<file path="config.mk">
export PLATFORM = sky130hd
export DESIGN_NAME = axi_arbiter_2m1s
export DESIGN_NICKNAME = d
export VERILOG_FILES = /design/src/rtl/axi_pkg.sv /design/src/rtl/rr_arb2.sv /design/src/rtl/axi_arbiter_2m1s.sv
export SDC_FILE = /design/constraint.sdc
export NUM_CORES = 1
export LEC_CHECK = 0
export BUFFER_PORTS_ARGS = -buffer_cell sky130_fd_sc_hd__buf_2
export CAP_MARGIN = 20
export CORE_AREA = 8 8 217 219
export CTS_BUF_LIST = sky130_fd_sc_hd__clkbuf_4 sky130_fd_sc_hd__clkbuf_8 sky130_fd_sc_hd__clkbuf_16
export DETAILED_ROUTE_END_ITERATION = 12
export DIE_AREA = 0 0 225 227
export GPL_ROUTABILITY_DRIVEN = 1
export PLACE_DENSITY_LB_ADDON = 0.1
export SYNTH_ARGS = -nofsm -noshare
export SYNTH_HDL_FRONTEND = slang
export SYNTH_SLANG_ARGS = --single-unit
</file>
<file path="constraint.sdc">
create_clock -name clock -period 2.2 [get_ports clock]
set_input_delay 0.22 -clock clock [delete_from_list [all_inputs] [get_ports clock]]
set_output_delay 0.22 -clock clock [all_outputs]
set_load 0.005 [all_outputs]
</file>
<file path="src/rtl/axi_pkg.sv">
// AXI4 channel bundles, widths and arbiter phase encoding shared by the 2-master arbiter.
package axi_pkg;

    localparam int ADDR_W = 32;
    localparam int DATA_W = 32;
    localparam int ID_W   = 4;
    localparam int STRB_W = DATA_W / 8;

    typedef struct packed {
        logic [ID_W-1:0]   awid;
        logic [ADDR_W-1:0] awaddr;
        logic [7:0]        awlen;
        logic [2:0]        awsize;
        logic [1:0]        awburst;
        logic              awvalid;
        logic [DATA_W-1:0] wdata;
        logic [STRB_W-1:0] wstrb;
        logic              wlast;
        logic              wvalid;
        logic              bready;
        logic [ID_W-1:0]   arid;
        logic [ADDR_W-1:0] araddr;
        logic [7:0]        arlen;
        logic [2:0]        arsize;
        logic [1:0]        arburst;
        logic              arvalid;
        logic              rready;
    } axi_req_t;

    typedef struct packed {
        logic              awready;
        logic              wready;
        logic [ID_W-1:0]   bid;
        logic [1:0]        bresp;
        logic              bvalid;
        logic              arready;
        logic [ID_W-1:0]   rid;
        logic [DATA_W-1:0] rdata;
        logic [1:0]        rresp;
        logic              rlast;
        logic              rvalid;
    } axi_rsp_t;

    typedef enum logic [2:0] {
        IDLE,
        RADDR,
        RDATA,
        WADDR,
        WRESP
    } arb_state_e;

endpackage

</file>
<file path="src/rtl/rr_arb2.sv">
// Two-requester winner select: sole requester wins, ties go to the RR pointer or the fixed master.
module rr_arb2 #(
    parameter bit ROUND_ROBIN = 1'b1,
    parameter bit PRIO_MASTER = 1'b1
) (
    input  logic [1:0] req,
    input  logic       ptr,
    output logic       valid,
    output logic       winner
);

    // Resolve the winner purely from the current requests and the tie-break source
    always_comb begin
        valid  = |req;
        winner = PRIO_MASTER;
        case (req)
            2'b01:   winner = 1'b0;
            2'b10:   winner = 1'b1;
            2'b11:   winner = ROUND_ROBIN ? ptr : PRIO_MASTER;
            default: winner = PRIO_MASTER;
        endcase
    end

endmodule

</file>
<file path="src/rtl/axi_arbiter_2m1s.sv">
// Two-master / one-slave AXI4 arbiter: one transaction in flight, re-arbitrates after each completes.
module axi_arbiter_2m1s
    import axi_pkg::*;
#(
    parameter bit ROUND_ROBIN = 1'b1,
    parameter bit PRIO_MASTER = 1'b1
) (
    input  logic     clock,
    input  logic     reset,
    input  axi_req_t m0_req,
    output axi_rsp_t m0_rsp,
    input  axi_req_t m1_req,
    output axi_rsp_t m1_rsp,
    output axi_req_t s_req,
    input  axi_rsp_t s_rsp
);

    arb_state_e state_q, state_d;
    logic       gnt_q, gnt_d;
    logic       rr_ptr_q, rr_ptr_d;
    logic       aw_done_q, aw_done_d;
    logic       w_done_q, w_done_d;

    logic [1:0] req_vec;
    logic       arb_valid;
    logic       arb_winner;
    logic       winner_ar;
    axi_req_t   gnt_req;
    axi_rsp_t   gnt_rsp;
    logic       ar_hs, r_last_hs, aw_hs, w_hs, b_hs;

    assign req_vec[0] = m0_req.arvalid | (m0_req.awvalid & m0_req.wvalid);
    assign req_vec[1] = m1_req.arvalid | (m1_req.awvalid & m1_req.wvalid);
    assign winner_ar  = arb_winner ? m1_req.arvalid : m0_req.arvalid;

    rr_arb2 #(
        .ROUND_ROBIN(ROUND_ROBIN),
        .PRIO_MASTER(PRIO_MASTER)
    ) u_rr_arb2 (
        .req   (req_vec),
        .ptr   (rr_ptr_q),
        .valid (arb_valid),
        .winner(arb_winner)
    );

    // Route the granted master to the slave; only the channel of the current phase may handshake
    always_comb begin
        gnt_req         = gnt_q ? m1_req : m0_req;
        s_req           = gnt_req;
        s_req.awvalid   = 1'b0;
        s_req.wvalid    = 1'b0;
        s_req.bready    = 1'b0;
        s_req.arvalid   = 1'b0;
        s_req.rready    = 1'b0;
        gnt_rsp         = s_rsp;
        gnt_rsp.awready = 1'b0;
        gnt_rsp.wready  = 1'b0;
        gnt_rsp.bvalid  = 1'b0;
        gnt_rsp.arready = 1'b0;
        gnt_rsp.rvalid  = 1'b0;
        case (state_q)
            RADDR: begin
                s_req.arvalid   = gnt_req.arvalid;
                gnt_rsp.arready = s_rsp.arready;
            end
            RDATA: begin
                s_req.rready   = gnt_req.rready;
                gnt_rsp.rvalid = s_rsp.rvalid;
            end
            WADDR: begin
                s_req.awvalid   = gnt_req.awvalid & ~aw_done_q;
                gnt_rsp.awready = s_rsp.awready & ~aw_done_q;
                s_req.wvalid    = gnt_req.wvalid & ~w_done_q;
                gnt_rsp.wready  = s_rsp.wready & ~w_done_q;
            end
            WRESP: begin
                s_req.bready   = gnt_req.bready;
                gnt_rsp.bvalid = s_rsp.bvalid;
            end
            default: begin
            end
        endcase
        m0_rsp = '0;
        m1_rsp = '0;
        if (gnt_q) begin
            m1_rsp = gnt_rsp;
        end else begin
            m0_rsp = gnt_rsp;
        end
    end

    assign ar_hs     = s_req.arvalid & s_rsp.arready;
    assign r_last_hs = s_req.rready & s_rsp.rvalid & s_rsp.rlast;
    assign aw_hs     = s_req.awvalid & s_rsp.awready;
    assign w_hs      = s_req.wvalid & s_rsp.wready;
    assign b_hs      = s_req.bready & s_rsp.bvalid;

    // Arbitrate in IDLE, then walk the granted transaction through its phases back to IDLE
    always_comb begin
        state_d   = state_q;
        gnt_d     = gnt_q;
        rr_ptr_d  = rr_ptr_q;
        aw_done_d = aw_done_q;
        w_done_d  = w_done_q;
        case (state_q)
            IDLE: begin
                if (arb_valid) begin
                    gnt_d   = arb_winner;
                    state_d = winner_ar ? RADDR : WADDR;
                end
            end
            RADDR: begin
                if (ar_hs) begin
                    state_d = RDATA;
                end
            end
            RDATA: begin
                if (r_last_hs) begin
                    state_d = IDLE;
                    if (ROUND_ROBIN) begin
                        rr_ptr_d = ~gnt_q;
                    end
                end
            end
            WADDR: begin
                aw_done_d = aw_done_q | aw_hs;
                w_done_d  = w_done_q | w_hs;
                if (aw_done_d && w_done_d) begin
                    state_d   = WRESP;
                    aw_done_d = 1'b0;
                    w_done_d  = 1'b0;
                end
            end
            WRESP: begin
                if (b_hs) begin
                    state_d = IDLE;
                    if (ROUND_ROBIN) begin
                        rr_ptr_d = ~gnt_q;
                    end
                end
            end
            default: begin
                state_d = IDLE;
            end
        endcase
    end

    // Register arbiter state; reset abandons any transaction in flight
    always_ff @(posedge clock or posedge reset) begin
        if (reset) begin
            state_q   <= IDLE;
            gnt_q     <= 1'b0;
            rr_ptr_q  <= PRIO_MASTER;
            aw_done_q <= 1'b0;
            w_done_q  <= 1'b0;
        end else begin
            state_q   <= state_d;
            gnt_q     <= gnt_d;
            rr_ptr_q  <= rr_ptr_d;
            aw_done_q <= aw_done_d;
            w_done_q  <= w_done_d;
        end
    end

endmodule
</file>
== Word level (Yosys, flattened, before mapping) ==
Cells that the tools add are included.
Cells by class
  add/sub/neg operators: 0
  $mul: 0
  div/mod/pow operators: 0
  magnitude comparators: 0
  equality and inequality tests: 11
  shift operators: 0
  mux-type cells: 26
  bitwise operators: 19
  reduce and logical (&&, ||, !) cells: 7
Operators by type and width (count)
  two-way mux 140 bit: 1
  two-way mux 50 bit: 2
  two-way mux 3 bit: 5
  case mux 3 bit (5 select lines): 1
  two-way mux 1 bit: 13
  bitwise AND 1 bit: 12
  inequality test 2 bit, second input constant: 5
  == test 3 x 2 -> 1 bit, second input constant: 2
  AND reduction 5 bit: 1
  two-way mux 2 bit: 2
  bitwise OR 1 bit: 4
  case mux 1 bit (2 select lines): 2
  == test 3 x 1 -> 1 bit, second input constant: 1
  == test 3 bit, second input constant: 1
  zero test 3 bit: 1
  NOT 1 bit: 3
  AND reduction 3 bit: 1
  == test 2 x 1 -> 1 bit, second input constant: 1
  == test 2 bit, second input constant: 1
  AND reduction 2 bit: 1
  nonzero test 2 bit: 1
  OR reduction 2 bit: 1
  logical AND 1 bit: 1
Word-level totals
  register bits after elaboration: 7
  latch bits: 0
  memory bits (writable): 0
  memory bits (read-only): 0
  input bits: 332
  output and inout bits: 240
  memories kept: 0

== Depth between registers and ports, before layout ==
Gate-level depths: netlist (run 1).
  word-level depth: 8
  depth in mapped cells: 6

== Modules after synthesis ==
Synthesis (run 1) repeated with hierarchy kept, for this count alone.
Unflattened totals
  cell total of the unflattened synthesis: 334
  area total of the unflattened synthesis: 2854.0 um^2
Modules (own cells, without submodules)
  axi_arbiter_2m1s: times used 1, cells an instance 332, area an instance 2837.7 um^2, seq. area each 176.4 um^2
  rr_arb2: times used 1, cells an instance 2, area an instance 16.3 um^2, seq. area each 0.0 um^2

== Least setup slack after synthesis (run 1) ==
No wires, ideal clock.
  path type: reg2reg
  start point: reg gnt_q
  end point: reg state_q[1]
  setup time: 125 ps
  arrival: 1508 ps
  required time: 2075 ps
  path slack: 567 ps
  stages on the path, launching flop included: 7
  path buffers: 1
  clock period less this slack: 1633 ps
  path through: dfrtp_1 -> buf_6 -> mux2_4 -> a21oi_4 -> o21bai_4 -> o311ai_4 -> mux2_4
On the way
  word-level cells in the longest chain between the ends: 8
  elaborated cells between the ends (all ways): 22
  those cells by class: 4 x eq/ne; 6 x mux; 10 x bitwise; 2 x reduce/logical
RTL lines
  start: declaration: RTL line axi_arbiter_2m1s.sv:19  | logic gnt_q, gnt_d;
  start signal: assignment: RTL line axi_arbiter_2m1s.sv:158  | gnt_q <= gnt_d;
  two-way mux 140 bit (*): RTL line axi_arbiter_2m1s.sv:48  | gnt_req = gnt_q ? m1_req : m0_req;
  bitwise AND 1 bit (on tied branches): RTL line axi_arbiter_2m1s.sv:71, axi_arbiter_2m1s.sv:73
  two-way mux 1 bit: RTL line axi_arbiter_2m1s.sv:61  | case (state_q)
  bitwise AND 1 bit (on tied branches): RTL line axi_arbiter_2m1s.sv:94, axi_arbiter_2m1s.sv:95
  bitwise OR 1 bit (on tied branches): RTL line axi_arbiter_2m1s.sv:126, axi_arbiter_2m1s.sv:127
  logical AND 1 bit: RTL line axi_arbiter_2m1s.sv:128  | if (aw_done_d && w_done_d) begin
  inequality test 2 bit (no source line)
  AND reduction 5 bit (no source line) (*)
  end signal: assignment: RTL line axi_arbiter_2m1s.sv:157  | state_q <= state_d;
  end: declaration: RTL line axi_arbiter_2m1s.sv:18  | arb_state_e state_q, state_d;
Every way passes the cells marked *; elsewhere a longest branch is shown, timed or not.
A chain may end at the register's enable or synchronous reset.

==> results.ini, run 1 <==
[outcome]
status = finished clean

[critical_path]
path_cells = buf_4 > buf_12 > mux2_2 > buf_2
endpoint_kind = output pin
critPathKind = register to output pin
crit_path_max_fanout = 53
critPathMaxStageDelay_ps = 560
crit_required_ps = 1980
worst_ep_arrival_time_ps = 1830
crit_path_top_delay_cell = dfrtp_4
cp-start-kind = register

[clocking]
clk_pin_slew_worst_paths_ps = 40
cts_buffer_depth = 2
root_buffer = clkbuf_16
cts_tree = yes
cts_max_level = 1
cts_sinks = 7
cts_buffers = 3
clkLatencyLatePin_ps = 230
post_cts_buffers = 0
ctsResizeCount = 0
hold_buffers = 1

[placed_design]
placed_cells = 1472
io_buffers = 571
pre_cts_slack_ps = 289
place.gp.congestion = 0.900
dpl_cell_area_mm2 = 0.00645
dp_hpwl_um = 22900

[job]
max_cap_violations = 0

[sta]
clock_skew_ps = 2.49
rsz0062_at_grt = no
fin_crit_sh_pct = 93.2
fin_crit_ps = 2050
fmax_ghz = 0.488
fin_ws_ps = 151
worst_pin_slew_ps = 415
setup_viol = 0
hold_viol = 0
fin_tns_setup_ps = 0
relSlewSlack_pct = 72.2
drv_slew = 0

[pwr]
leakage_nw = 3.48
irDropWorstVdd_uv = 362
p_per_area_mw_per_mm2 = 716
power.total_w = 0.00469

[layout]
fillCellCount = 5119
drive_above_1_share_pct = 82.7
nets = 1218
syn_to_final_growth_pct = 129
stdcell_area_mm2 = 0.00655
instances_no_fill = 1479

[detailed_routing]
dr.pass1.iters = 4
routed_wl_um = 24900
via_count = 4667
drc = 0
ant_nets = 0
avgRoutedWirePerCell_um = 16.8
drt_iter0_markers = 96
viasPerCell = 3.16

[floorplanning]
dieArea_mm2 = 0.0511
rows = 77
initial_core_util_pct = 6.56
die_h_um = 227
design.core.area_mm2 = 0.0436
die_w_um = 225
io_pins = 572

[global_route]
grt_use_total_pct = 8.53
antenna_found_initial = 6
grt_max_degree = 66
overflow = 0
grt_first_pass_wirelength_um = 33500
grt_pass1_vias = 5133

[yosys]
synth_cells = 328
synth_top_area_share_pct = 53.5
ys_seq_elements = 7
synth.distinct_cells = 34
synth_area_leaders = mux2_2 (53%), and2_1 (10%), nor2b_1 (10%)
syn_area_per_cell_um2 = 8.73
syn_nets = 660
ys_seq_area_share_pct = 6.16
ys_warn_count = 0
yosysTopAreaCell = mux2_2
synth_area_mm2 = 0.00286

[worst_hold_path]
min_path_type = primary input to register

## layout make-up
type / count / area (µm²) / share of cell area (%)
Tap cell: 592 / 741 / 11.3
Clock buffer: 4 / 82.6 / 1.26
Sequential cell: 7 / 180 / 2.75
Inverter: 4 / 15.0 / 0.229
Antenna cell: 2 / 5.00 / 0.0764
Timing Repair Buffer: 580 / 2980 / 45.5
Multi-Input combinational cell: 290 / 2550 / 38.9
## cell usage after synthesis, drive strengths merged
cell    count
mux2      139
and2       47
nor2b      47
clkbuf     16
nor2       12
buf        11
nand2       7
dfrtp       6
a21oi       5
o21ai       5
and3        4
inv         4
mux2i       3
nor3b       3
a21o        2
and2b       2
nand3       2
nor3        2
o22a        2
a221oi      1
dfstp       1
nand2b      1
nor4        1
o211a       1
o21bai      1
o311ai      1
o31a        1
o31ai       1
## cell usage in the layout (no fill, tap or decap)
cell type,Yosys,routed
buf_2,10,571
mux2_2,136,136
nor2b_1,47,47
and2_1,47,47
nor2_1,12,12
nand2_1,6,6
dfrtp_1,6,5
inv_1,4,4
and3_1,4,4
buf_4,0,4
buf_12,0,4
a21oi_1,3,3
mux2i_1,3,3
nor3b_1,3,3
mux2_4,3,3
o21ai_0,3,3
clkbuf_16,0,3
diode_2,0,2
nor3_1,2,2
a21o_1,2,2
and2b_2,2,2
o21ai_1,2,2
o22a_1,2,2
nand3_1,2,2
o31a_1,1,1
nand2b_1,1,1
a21oi_2,1,1
a21oi_4,1,1
nand2_2,1,1
o21bai_4,1,1
o311ai_4,1,1
nor4_1,1,1
o211a_1,1,1
a221oi_2,1,1
o31ai_1,1,1
clkbuf_4,0,1
dfrtp_4,0,1
dlygate4sd3_1,0,1
dfstp_2,1,1
## critical path: cells and delay by family, from the launching register on
family / cells / cell delay [ps]
muxes: 1 / 380
DFF: 1 / 560
buffers and inverters: 3 / 590
## power breakdown
| group | switching, W | internal (W) |
|---|---|---|
| Combinational | 0.00188 | 0.00217 |
| Sequential | 0.000117 | 0.000198 |
| Clock | 0.0000685 | 0.000254 |
## state kept, by name, indices dropped and copies added (netlist names)
signal,cells
state_q,3
w_done_q,1
aw_done_q,1
rr_ptr_q,1
gnt_q,1
## path summary, 6_finish.rpt
path	from	endpoint	slack (ps)	cells past startpoint
worst min register to register	aw_done_q	aw_done_q	550	1
worst max-delay path	gnt_q	s_req[121]	150	4
worst max register to register	gnt_q	state_q[1]	330	5
max in group asynchronous	reset	rr_ptr_q	1390	3
worst min-delay path	s_rsp[49]	aw_done_q	430	4
min in group asynchronous	reset	state_q[2]	510	3
## routing by layer
metal	GRT usage, %	wire, µm
met1	8.52	8680
met2	17.1	13300
met3	3.01	2550
met4	1.12	331
met5	0	0
## kinds of logic after synthesis
| kind of cell | after synthesis | share of synthesized area (%) |
|---|---|---|
| AO/OA/AOI/OAI | 20 | 6.42 |
| AND/OR/NAND/NOR | 128 | 26.5 |
| multiplexers | 142 | 56.1 |
| flip-flops | 7 | 6.16 |
| buffers and inverters | 31 | 4.76 |
## through the flow
step                hold slack (ps)  utilization [%]
floorplan                      22.7                -
global route                    442             15.0
CTS                             422             15.0
detailed placement              221             14.8
finish                          425             15.0
global placement                212             14.8
(Power assumes the default switching activity.)
==> run 2: changes to the inputs <==
--- a/config.mk
+++ b/config.mk
@@ -5,12 +5,13 @@
 export SDC_FILE = /design/constraint.sdc
 export NUM_CORES = 1
 export LEC_CHECK = 0
+export ABC_AREA = 1
 export BUFFER_PORTS_ARGS = -buffer_cell sky130_fd_sc_hd__buf_2
 export CAP_MARGIN = 20
-export CORE_AREA = 8 8 217 219
+export CORE_AREA = 8 8 219 221
 export CTS_BUF_LIST = sky130_fd_sc_hd__clkbuf_4 sky130_fd_sc_hd__clkbuf_8 sky130_fd_sc_hd__clkbuf_16
 export DETAILED_ROUTE_END_ITERATION = 12
-export DIE_AREA = 0 0 225 227
+export DIE_AREA = 0 0 227 229
 export GPL_ROUTABILITY_DRIVEN = 1
 export PLACE_DENSITY_LB_ADDON = 0.1
 export SYNTH_ARGS = -nofsm -noshare
==> constraint.sdc (replaced) <==
create_clock -name clock -period 2.25 [get_ports clock]
set_input_delay 0.225 -clock clock [delete_from_list [all_inputs] [get_ports clock]]
set_output_delay 0.225 -clock clock [all_outputs]
set_load 0.005 [all_outputs]
==> results.ini, run 2 <==
[outcome]
status = finished clean

[sta]
fin_crit_ps = 1950
hold_viol = 0
fin_tns_setup_ps = 0
worst_pin_slew_ps = 601
clock_skew_ps = 0.670
rsz0062_at_grt = no
drv_slew = 0
setup_viol = 0
relSlewSlack_pct = 59.9
fmax_ghz = 0.513
fin_crit_sh_pct = 86.7

[clocking]
post_cts_buffers = 0
clkLatencyLatePin_ps = 230
cts_max_level = 1
cts_tree = yes
cts_buffers = 3
clk_pin_slew_worst_paths_ps = 40
cts_sinks = 7
hold_buffers = 1
root_buffer = clkbuf_16
cts_buffer_depth = 2
ctsResizeCount = 0

[floorplanning]
design.core.area_mm2 = 0.0447
io_pins = 572
dieArea_mm2 = 0.0520
rows = 78
die_h_um = 229
initial_core_util_pct = 6.82
die_w_um = 227

[placed_design]
dp_hpwl_um = 24300
placed_cells = 1885
place.gp.congestion = 0.845
io_buffers = 571

[pwr]
p_comb_share_pct = 89.7
clock_power_share_pct = 5.7
internal-power_w = 0.00247
sw_frac_of_total_pct = 56.9
switching_power_w = 0.00327
leakage_nw = 4.82
irDropWorstVdd_uv = 493
p_seq_share_pct = 4.7
p_per_area_mw_per_mm2 = 859

[yosys]
synth_area_leaders = nand2_1 (61%), inv_1 (14%), nor2_1 (7.3%)
ys_seq_elements = 7
ys_seq_area_share_pct = 5.79
async_flop_share_pct = 100
ys_warn_count = 0
synth_top_area_share_pct = 61.2
synth.distinct_cells = 21
synth_common_cells = nand2_1 (497), inv_1 (111), nor2_1 (59)
synth_edf_count = 0
synth_area_mm2 = 0.00305
synth_most_common_cell = nand2_1
yosysTopAreaCell = nand2_1
syn_nets = 1078
synthFlopType = dfrtp_1
synth_cells = 746
syn_area_per_cell_um2 = 4.08

[global_route]
grt_use_total_pct = 9.64
grt_pass1_vias = 6431
antenna_found_initial = 8
grt_first_pass_wirelength_um = 39100
grt_max_degree = 112
overflow = 0

[worst_hold_path]
min_path_type = primary input to register

[detailed_routing]
dr.pass1.iters = 4
via_count = 6189
avgRoutedWirePerCell_um = 14.7
routed_wl_um = 27700
drc = 0
ant_nets = 0
viasPerCell = 3.27
drt_iter0_markers = 190

[layout]
nets = 1623
regMostFlops = state_q
fillCellCount = 5416
drive_above_1_share_pct = 46.0
multi_input_area_mm2 = 0.00225
syn_to_final_growth_pct = 119
layout_common_cells = buf_2 (571), nand2_1 (497), inv_1 (111)
mostFrequentLayoutCell = buf_2
ff_latch_area_um2 = 180
largest_register_ffs = 3
instances_no_fill = 1891

[critical_path]
endpoint_kind = output pin
crit_required_ps = 2030
worst_ep_arrival_time_ps = 1720
path_cells = inv_4 > buf_12 > buf_12 > nand2_1 > nand2_1 > buf_2
crit_path_top_delay_cell = dfrtp_4
crit_path_max_fanout = 47
critPathMaxStageDelay_ps = 540
cp-start-kind = register
critPathKind = register to output pin

[job]
max_cap_violations = 0

==> run 2: path summary, 6_finish.rpt <==
path                       cells past startpoint      start         end  slack [ps]
max in group asynchronous                      3      reset    rr_ptr_q        1460
max                                            6      gnt_q   s_req[76]         300
min reg2reg                                    2   rr_ptr_q    rr_ptr_q         500
min in group asynchronous                      3      reset   aw_done_q         500
min                                            4  s_rsp[41]  state_q[2]         370
max reg2reg                                   10      gnt_q  state_q[0]         590
==> run 2: kinds of logic after synthesis <==
| group | count (synthesis) | share of synthesized area (%) |
|---|---|---|
| AOI/OAI and AO/OA | 9 | 1.56 |
| buffers and inverters | 155 | 20.4 |
| DFF | 7 | 5.79 |
| and+or+nand+nor | 575 | 72.2 |
==> run 2: through the flow <==
step	util, %	setup slack, ps	power [W]	hold WS [ps]	cell area (µm²)
finish	15.0	300	0.00574	373	6680
global route	15.0	149	0.00649	428	6680
CTS	14.9	271	0.00599	366	6680
detailed placement	14.7	518	0.00564	204	6590
global placement	14.7	537	0.00574	209	6590
floorplan	-	901	0.00285	27.7	3050
==> run 2: critical path, delay by kind of cell (launching register included) <==
family | cells | cell delay [ps]
AND/OR/NAND/NOR | 2 | 130
buffers and inverters | 4 | 740
flip-flops | 1 | 540
==> run 2: final cells by class <==
cell class,count,share of cell area (%)
timing repair buffer,582,44.8
multi-input combinational,584,33.6
tap,600,11.2
inverter,113,6.38
sequential,7,2.70
clock buffer,4,1.24
antenna,1,0.0374
==> run 2: power groups by stage <==
stage | logic, W | registers, W | clock network [W]
after floorplan | 0.00263 | 0.000223 | 0
after global placement | 0.00546 | 0.000274 | 0
after detailed placement | 0.00537 | 0.000271 | 0
after CTS | 0.00539 | 0.000270 | 0.000327
after global routing | 0.00587 | 0.000281 | 0.000340
final | 0.00515 | 0.000268 | 0.000326
==> run 2: layer usage <==
metal	track usage, %	share of wire (%)
met5	0	0.26
met4	0.942	0.94
met3	3.30	12
met2	20.1	54
met1	9.03	33
==> run 3: changes to the inputs <==
--- a/config.mk
+++ b/config.mk
@@ -8,10 +8,10 @@
 export ABC_AREA = 1
 export BUFFER_PORTS_ARGS = -buffer_cell sky130_fd_sc_hd__buf_2
 export CAP_MARGIN = 20
-export CORE_AREA = 8 8 219 221
+export CORE_AREA = 8 8 218 220
 export CTS_BUF_LIST = sky130_fd_sc_hd__clkbuf_4 sky130_fd_sc_hd__clkbuf_8 sky130_fd_sc_hd__clkbuf_16
 export DETAILED_ROUTE_END_ITERATION = 12
-export DIE_AREA = 0 0 227 229
+export DIE_AREA = 0 0 226 228
 export GPL_ROUTABILITY_DRIVEN = 1
 export PLACE_DENSITY_LB_ADDON = 0.1
 export SYNTH_ARGS = -nofsm -noshare
==> constraint.sdc (replaced) <==
create_clock -name clock -period 2.4 [get_ports clock]
set_input_delay 0.24 -clock clock [delete_from_list [all_inputs] [get_ports clock]]
set_output_delay 0.24 -clock clock [all_outputs]
set_load 0.005 [all_outputs]
==> results.ini, run 3 (synthesis results as in run 2) <==
[layout]
drive_above_1_share_pct = 46.1
regMostFlops = state_q
final_util_pct = 15.3
syn_to_final_growth_pct = 120
layout_common_cells = buf_2 (571), nand2_1 (497), inv_1 (111)
instances_no_fill = 1885
nets = 1625
mostFrequentLayoutCell = buf_2
largest_register_ffs = 3

[detailed_routing]
drc = 0
routed_wl_um = 28900
drt_iter0_markers = 222
viasPerCell = 3.26
dr.pass1.iters = 4
ant_nets = 0
via_count = 6143
avgRoutedWirePerCell_um = 15.3

[sta]
fin_crit_ps = 2160
relSlewSlack_pct = 68.4
rsz0062_at_grt = no
hold_viol = 0
clock_skew_ps = 4.19
worst_pin_slew_ps = 474
fmax_ghz = 0.463
drv_slew = 0
fin_crit_sh_pct = 89.9
fin_tns_setup_ps = 0
whs_ps = 426
setup_viol = 0

[global_route]
grt_first_pass_wirelength_um = 40800
overflow = 0
grt_max_degree = 107
grt_use_total_pct = 10.3
antenna_found_initial = 4
grt_pass1_vias = 6596

[critical_path]
critical_path.top_delay_family = buffers and inverters
path_cells = inv_4 > buf_4 > nand2_1 > nand2_1 > buf_2
crit_path_max_fanout = 29
cp_common_cell = nand2_1
endpoint_kind = output pin
path_buf_inv = 3
critPathMaxStageDelay_ps = 550
worst_ep_arrival_time_ps = 1920
cp-start-kind = register
crit_required_ps = 2160
crit_path_top_delay_cell = dfrtp_4
critPathKind = register to output pin

[floorplanning]
io_pins = 572
dieArea_mm2 = 0.0515
initial_core_util_pct = 6.95
die_w_um = 226
die_h_um = 228
rows = 77
design.core.area_mm2 = 0.0438

[pwr]
internal-power_w = 0.00235
irDropWorstVdd_uv = 486
power.total_w = 0.00547
p_comb_share_pct = 89.9
p_seq_share_pct = 4.7
p_per_area_mw_per_mm2 = 816
sw_frac_of_total_pct = 57.0
switching_power_w = 0.00312
clock_power_share_pct = 5.4
leakage_nw = 4.84

[outcome]
status = finished clean

[clocking]
clkLatencyLatePin_ps = 230
cts_max_level = 1
clk_pin_slew_worst_paths_ps = 40
cts_buffers = 3
cts_tree = yes
cts_buffer_depth = 2
root_buffer = clkbuf_16
ctsResizeCount = 0
cts_sinks = 7

[job]
max_cap_violations = 0

[placed_design]
place.gp.congestion = 0.844
dp_hpwl_um = 25800
io_buffers = 571
placed_cells = 1879

[worst_hold_path]
min_path_type = primary input to register

## run 3: cell count changes in the layout (fill, tap and decap cells not counted), sizes merged
| cell | change |
|---|---|
| buf | +2 |
## run 3: worst register-to-register path: stages (launching register included)
cell	delay [ps]
dfrtp_4	510
buf_12	330
nand2_1	160
nand2_1	90
nand2_1	60
nand2_1	80
nand2_1	70
nor2_2	160
nand3_2	90
nand2_1	60
nand2_1	50
## run 3: layout make-up
| class | count | area (µm²) |
|---|---|---|
| antenna | 1 | 2.50 |
| timing repair buffer | 584 | 3020 |
| tap | 592 | 741 |
| inverter | 113 | 427 |
| multi-input combinational | 584 | 2250 |
| fill | 5316 | 37100 |
| clock buffer | 4 | 82.6 |
| sequential | 7 | 180 |
## run 3: routing by layer
metal	GRT usage (%)	vias up	part of all wire (%)
met5	0	-	0.083
met4	0.975	4	0.68
met3	3.34	17	10
met2	22.0	310	56
met1	9.26	2602	33
li1	-	3210	-
## run 3: power groups by stage
stage | Sequential, W | Clock, W | Combinational (W)
6_report | 0.000260 | 0.000295 | 0.00492
5_1_grt | 0.000274 | 0.000309 | 0.00561
4_1_cts | 0.000261 | 0.000298 | 0.00513
3_5_place_dp | 0.000263 | 0 | 0.00511
3_3_place_gp | 0.000267 | 0 | 0.00522
2_1_floorplan | 0.000209 | 0 | 0.00247
## run 3: through the flow
stage,setup slack [ps],instance area [µm²]
after global placement,378,6610
after detailed placement,380,6610
final,242,6700
after global routing,125,6700
after floorplan,1040,3050
after CTS,141,6700
## run 3: worst paths after layout
path                                 from          to  slack (ps)  depth (start not counted)
worst max-delay path                gnt_q   s_req[76]         240                          5
min in group asynchronous           reset    w_done_q         500                          3
worst min-delay path            s_rsp[49]   aw_done_q         430                          5
worst max register to register      gnt_q  state_q[0]         610                         10
worst min register to register   rr_ptr_q    rr_ptr_q         500                          2
max in group asynchronous           reset    rr_ptr_q        1630                          3
## run 3: timing repair
action                    in CTS  in global routing
setup buffers                  0                  0
hold endpoints to repair       6                  0
hold buffers                   1                  0
